## src/rtl/i2s_codec_serdes.sv

```systemverilog
// I2S master serdes for a WM8731-class codec: BCK/LRCK from clk18, stereo DAC serializer, stereo ADC deserializer.
// Optional build macro I2S_LOOPBACK_EN adds a loopback input that feeds aud_dacdat back into the RX shifter.
module i2s_codec_serdes #(
    parameter int unsigned CLK_DIV_HALF = 6,
    parameter int unsigned BITS_PER_CH  = 16
) (
    input  logic                   clk18,
    input  logic                   reset,
    input  logic [BITS_PER_CH-1:0] dac_left,
    input  logic [BITS_PER_CH-1:0] dac_right,
`ifdef I2S_LOOPBACK_EN
    input  logic                   loopback,
`endif
    output logic                   sample_req,
    output logic [BITS_PER_CH-1:0] adc_left,
    output logic [BITS_PER_CH-1:0] adc_right,
    output logic                   adc_valid,
    output logic                   aud_bck,
    output logic                   aud_lrck,
    output logic                   aud_dacdat,
    input  logic                   aud_adcdat
);
    localparam int unsigned DW    = (CLK_DIV_HALF > 1) ? $clog2(CLK_DIV_HALF) : 1;
    localparam int unsigned SLOTS = 2 * BITS_PER_CH;
    localparam int unsigned SW    = $clog2(SLOTS);

    localparam logic [DW-1:0] DIV_LAST   = DW'(CLK_DIV_HALF - 1);
    localparam logic [SW-1:0] SLOT_LAST  = SW'(SLOTS - 1);
    localparam logic [SW-1:0] SLOT_FIRST = SW'(1);
    localparam logic [SW-1:0] SLOT_HALF  = SW'(BITS_PER_CH);

    logic [DW-1:0]            r_div;
    logic                     r_bck;
    logic [SW-1:0]            r_slot;
    logic                     r_lrck;
    logic                     r_dacdat;
    logic [SLOTS-2:0]         r_tx_sr;
    logic                     r_sample_req;
    logic [BITS_PER_CH-1:0]   r_rx_sr;
    logic [BITS_PER_CH-1:0]   r_left_latch;
    logic                     r_rx_done;
    logic [BITS_PER_CH-1:0]   r_adc_left;
    logic [BITS_PER_CH-1:0]   r_adc_right;
    logic                     r_adc_valid;

    logic                     w_wrap;
    logic                     w_rise;
    logic                     w_fall;
    logic [SW-1:0]            w_slot_next;
    logic                     w_rx_bit;
    logic [BITS_PER_CH-1:0]   w_rx_next;

    assign w_wrap      = (r_div == DIV_LAST);
    assign w_rise      = w_wrap & ~r_bck;
    assign w_fall      = w_wrap & r_bck;
    assign w_slot_next = (r_slot == SLOT_LAST) ? '0 : r_slot + 1'b1;

`ifdef I2S_LOOPBACK_EN
    assign w_rx_bit = loopback ? r_dacdat : aud_adcdat;
`else
    assign w_rx_bit = aud_adcdat;
`endif

    assign w_rx_next = {r_rx_sr[BITS_PER_CH-2:0], w_rx_bit};

    always_ff @(posedge clk18) begin
        if (reset) begin
            r_div        <= '0;
            r_bck        <= 1'b0;
            r_slot       <= '0;
            r_lrck       <= 1'b0;
            r_dacdat     <= 1'b0;
            r_tx_sr      <= '0;
            r_sample_req <= 1'b0;
            r_rx_sr      <= '0;
            r_left_latch <= '0;
            r_rx_done    <= 1'b0;
            r_adc_left   <= '0;
            r_adc_right  <= '0;
            r_adc_valid  <= 1'b0;
        end else begin
            r_sample_req <= 1'b0;
            r_adc_valid  <= 1'b0;
            r_rx_done    <= 1'b0;

            r_div <= w_wrap ? '0 : r_div + 1'b1;
            if (w_wrap) begin
                r_bck <= ~r_bck;
            end

            // The TX word is split as {r_dacdat, r_tx_sr}: r_dacdat is the MSB of the shifter.
            if (w_fall) begin
                r_slot <= w_slot_next;
                r_lrck <= (w_slot_next >= SLOT_HALF);
                if (w_slot_next == SLOT_FIRST) begin
                    {r_dacdat, r_tx_sr} <= {dac_left, dac_right};
                    r_sample_req        <= 1'b1;
                end else begin
                    {r_dacdat, r_tx_sr} <= {r_tx_sr, 1'b0};
                end
            end

            if (w_rise) begin
                r_rx_sr <= w_rx_next;
                if (r_slot == SLOT_HALF) begin
                    r_left_latch <= w_rx_next;
                end
                if (r_slot == '0) begin
                    r_rx_done <= 1'b1;
                end
            end

            if (r_rx_done) begin
                r_adc_left  <= r_left_latch;
                r_adc_right <= r_rx_sr;
                r_adc_valid <= 1'b1;
            end
        end
    end

    assign sample_req = r_sample_req;
    assign adc_left   = r_adc_left;
    assign adc_right  = r_adc_right;
    assign adc_valid  = r_adc_valid;
    assign aud_bck    = r_bck;
    assign aud_lrck   = r_lrck;
    assign aud_dacdat = r_dacdat;

endmodule
```

## config.mk

```make
export PLATFORM = sky130hd
export DESIGN_NAME = i2s_codec_serdes
export DESIGN_NICKNAME = d
export VERILOG_FILES = /design/src/rtl/i2s_codec_serdes.sv
export SDC_FILE = /design/constraint.sdc
export NUM_CORES = 1
export LEC_CHECK = 0
export CAP_MARGIN = 20
export CORE_UTILIZATION = 35
export CTS_CLUSTER_DIAMETER = 50
export DETAILED_ROUTE_END_ITERATION = 7
export PLACE_DENSITY = 0.56
export SLEW_MARGIN = 10
export SYNTH_ARGS = -nofsm -noshare
export SYNTH_HDL_FRONTEND = slang
export SYNTH_SLANG_ARGS = --single-unit
```

## constraint.sdc

```tcl
create_clock -name clk18 -period 5.55 [get_ports clk18]
set_input_delay 1.665 -clock clk18 [delete_from_list [all_inputs] [get_ports clk18]]
set_output_delay 1.665 -clock clk18 [all_outputs]
set_load 0.05 [all_outputs]
```

==> metrics.md <==
| Metric | Value |
|---|---|
| Static leakage power | `1.73 nW` |
| Initial standard-cell utilization of the core | `36.3%` |
| Total buffers and inverters traversed by the critical path | `1` |
| Final total negative setup slack | `0 ps` |
| # placed instances | `681` |
| Total die area | `13,000 µm²` |
| Overall via count from detail_route | `3,625` |
| Pin count of the biggest net entering global routing | `73` |
| Number of warnings printed during yosys synthesis | `0` |
| Number of primary I/O pins | `72` |
| Global placement routability congestion | `a little over 0.7` |
| Buffers on Ports | `71` |
| Half-perimeter wire length of the detailed placement result | `~6.2 mm` |
| Final worst clock skew | `8.34 ps` |
| Area added between synthesis and finish | `25.2%` |
| Startpoint types | `register` |
| First-pass iteration count of the detailed router | `4` |
| Worst R2R Start | `r_slot[4]` |
| Worst-path fanout max | `21` |
| Antenna violations before repair | `0` |
| Number of synthesized register bits | `108` |
| Crit path cell chain | `clkdlybuf4s50_1` |
| Avg Synthesized Cell Area | `around 9 µm²` |
| Post-synthesis instance area | `4400 µm²` |
| Global routing usage summed across all routing layers | `between 10% and 20%` |
| Most used flip-flop cell after synthesis | `sky130_fd_sc_hd__dfxtp_1` |
| Clock net sink count | `roughly 110` |
| Achievable clock frequency | `269 MHz` |
| Setup violation total in the final timing report | `0` |
| Headroom to the max-slew limit | `between 30 and 40%` |
| IR Drop Worst-Case VDD | `0.209 mV` |
| Max incr delay on CP | `930 ps` |
| Most repeated cell in the gate-level netlist after synthesis | `sky130_fd_sc_hd__dfxtp_1` |
| RSZ-0062 raised after global routing | `no` |
| Vias in the first global route | `3,211` |
| Number of enable-type register cells in the synthesized netlist | `0` |
| Number of DRC violations after detailed-routing iteration 0 | `294` |
| Final slew viol count | `0` |
| Global-route wire length before repair | `16.9 mm` |
| Seq/Total Area, Yosys | `49.1%` |
| Hold worst-path end | `r_tx_sr[0]` |
| Worst reg-to-reg path cell count | `5` |
| Grt ovf | `0` |
| Category of the critical setup timing path | `register to output pin` |
| Period utilisation layout | `67.0%` |
| Clock insertion delay at the later pin of the skew report | `about 350 ps` |
| Most numerous cell types in the synthesized netlist | `108 x sky130_fd_sc_hd__dfxtp_1, 97 x sky130_fd_sc_hd__nand2_1, 39 x sky130_fd_sc_hd__clkbuf_1` |
| Outcome | `finished clean` |
| Post-CTS Hold Buffers | `0` |
| Slowest CP cell | `sky130_fd_sc_hd__clkdlybuf4s50_1` |
| Clock tree from TritonCTS | `done` |
| Library cell used as clock root buffer | `sky130_fd_sc_hd__clkbuf_16` |
| WL met3 | `461 µm` |
| Inserted Clock Buffers | `9` |
| Portion of synthesized cell area occupied by the leading cell type | `49.1%` |
| DRC violations left | `0` |
| Crit path arrival time | `2050 ps` |
| Post-layout net count | `566` |
| Number of instances resized during post-cts repair | `0` |
| Die Wd | `114 µm` |
| Pwr per Cell Area | `around 280 nW/µm²` |
| Critical Path End Type | `output pin` |
| Clk slew on worst S/H paths | `70 ps` |
| Detailed Route WL | `10.3 mm` |
| Number of distinct library cells after synthesis | `35` |
| Overall die height | `around 110 µm` |
| Fill cells | `1,211` |
| Register-to-register setup slack | `2680 ps` |
| Setup bufs post-CTS | `0` |
| Via/cell ratio | `between 5 and 6` |
| Number of antenna-violating nets in the routed design | `0` |
| Worst endpoint required time | `3880 ps` |
| Average wire per cell in the routed design | `14.7 µm` |
| Max-Cap Viols | `0` |
| Hold Startpoint | `r_tx_sr[0]` |
| Worst hold-check path type | `register to register` |
| Share of layout cells above drive strength 1 | `5.08%` |
| Number of cell rows | `40` |
| Maximum number of buffers from clock root to sink | `2` |
| Time the worst path needs with I/O delays and setup | `3720 ps` |
| Top cell family by delay on the critical path | `buffers and inverters` |
| FFs w/ async S/R, synth | `0%` |
| Final hold slack | `448 ps` |
| Core Footprint | `12,100 µm²` |
| Post-Layout Cell Count | `699` |
| Reg-to-reg critical path endpoint | `r_tx_sr[9]` |
| Utilization of the core after routing | `45.5%` |
| Ant diodes | `0` |
| Depth of the worst hold-timing path | `2` |
| Depth of the CTS H-tree | `3` |
| Final number of hold-violating endpoints | `0` |
| Transition time at the pin with the least slew margin | `1040 ps` |
| Met2 layer wire length in the routed design | `approximately 4.1 mm` |
| Final Total Pwr | `0.00154 W` |
| Met1 WL | `around 5.6 mm` |
| Cells after synthesis | `489` |
| Post-synthesis net count | `529` |
| Top routing layer in use | `met4` |
| Library cell occupying the most area in the post-synthesis netlist | `sky130_fd_sc_hd__dfxtp_1` |
| Leading post-synthesis cells by cell area | `sky130_fd_sc_hd__dfxtp_1 49%, sky130_fd_sc_hd__nand2_1 8.3%, sky130_fd_sc_hd__mux2i_1 7.5%` |
flip-flops by register name, indices dropped and copies added (netlist names):
register	cells
r_tx_sr	31
adc_left	16
adc_right	16
r_left_latch	16
r_rx_sr	16
r_slot	5
r_div	3
adc_valid	1
aud_bck	1
aud_dacdat	1
r_rx_done	1
sample_req	1
cells in the final DEF, fill, tap and decap left out, drive strengths merged:
| cell | netlist | final |
|---|---|---|
| a21oi | 35 | 35 |
| a22o | 3 | 3 |
| a31oi | 1 | 1 |
| and2 | 1 | 1 |
| and3 | 1 | 1 |
| and3b | 1 | 1 |
| and4b | 1 | 1 |
| buf | 10 | 5 |
| bufinv | 0 | 2 |
| clkbuf | 39 | 13 |
| clkdlybuf4s50 | 0 | 70 |
| clkinv | 0 | 1 |
| dfxtp | 108 | 108 |
| ha | 5 | 5 |
| inv | 6 | 6 |
| mux2 | 1 | 1 |
| mux2i | 33 | 33 |
| nand2 | 97 | 97 |
| nand3 | 1 | 1 |
| nand3b | 2 | 2 |
| nand4 | 16 | 16 |
| nand4b | 1 | 1 |
| nor2 | 36 | 36 |
| nor2b | 1 | 1 |
| nor3 | 2 | 2 |
| nor3b | 1 | 1 |
| nor4 | 1 | 1 |
| nor4b | 1 | 1 |
| o211ai | 31 | 31 |
| o311ai | 31 | 31 |
| o31ai | 17 | 17 |
| or2 | 1 | 1 |
| or3 | 2 | 2 |
| or4b | 1 | 1 |
| xnor2 | 1 | 1 |
| xor2 | 1 | 1 |
worst max-delay path by stage:
stage / start / end / slack [ps] / depth (start not counted)
after floorplan: reset / r_tx_sr[24] / 2720 / 6
after global placement: reset / r_slot[0] / 2170 / 4
after detailed placement: reset / r_slot[0] / 2130 / 4
after CTS: r_slot[4] / aud_lrck / 1820 / 1
after global routing: r_slot[4] / aud_lrck / 1740 / 1
final: r_slot[4] / aud_lrck / 1830 / 1
cells by family (layout without fill, tap and decap cells):
family          after synthesis  after routing  share of synthesized area, %
mux                          34             34                          7.76
simple gates                167            167                          16.8
compound gates              118            118                          19.1
flops                       108            108                          49.1
buf+inv                      55             97                          5.40
xor+xnor                      2              2                         0.398
fa+ha+maj                     5              5                          1.42
where the power goes:
part	internal, W	total, W	switching [W]
logic	0.0000265	0.0000515	0.0000250
registers	0.000777	0.000780	0.00000354
clock network	0.000422	0.000704	0.000283
total	0.00122	0.00154	0.000311
routing by layer:
| metal | vias to the layer above | global-route usage [%] |
|---|---|---|
| li1 | 1835 | - |
| met1 | 1713 | 25.4 |
| met2 | 69 | 21.3 |
| met3 | 8 | 4.92 |
| met4 | 0 | 4.42 |
| met5 | - | 0 |
area by class of cell:
class | instances | area, µm² | share of cell area, %
Clock buffer | 13 | 260 | 4.72
Clock inverter | 3 | 68.8 | 1.25
Inverter | 6 | 22.5 | 0.409
Multi-Input combinational cell | 326 | 2030 | 36.9
Sequential cell | 108 | 2160 | 39.3
Tap cell | 168 | 210 | 3.82
Timing Repair Buffer | 75 | 752 | 13.6
metrics by stage:
| step | instance area [µm²] | setup WS (ps) |
|---|---|---|
| after CTS | 5470 | 1820 |
| after floorplan | 4400 | 2720 |
| after global routing | 5510 | 1740 |
| after detailed placement | 5140 | 2130 |
| final | 5510 | 1830 |
| after global placement | 5140 | 2170 |
No activity file was read; power rests on OpenSTA's default activity.
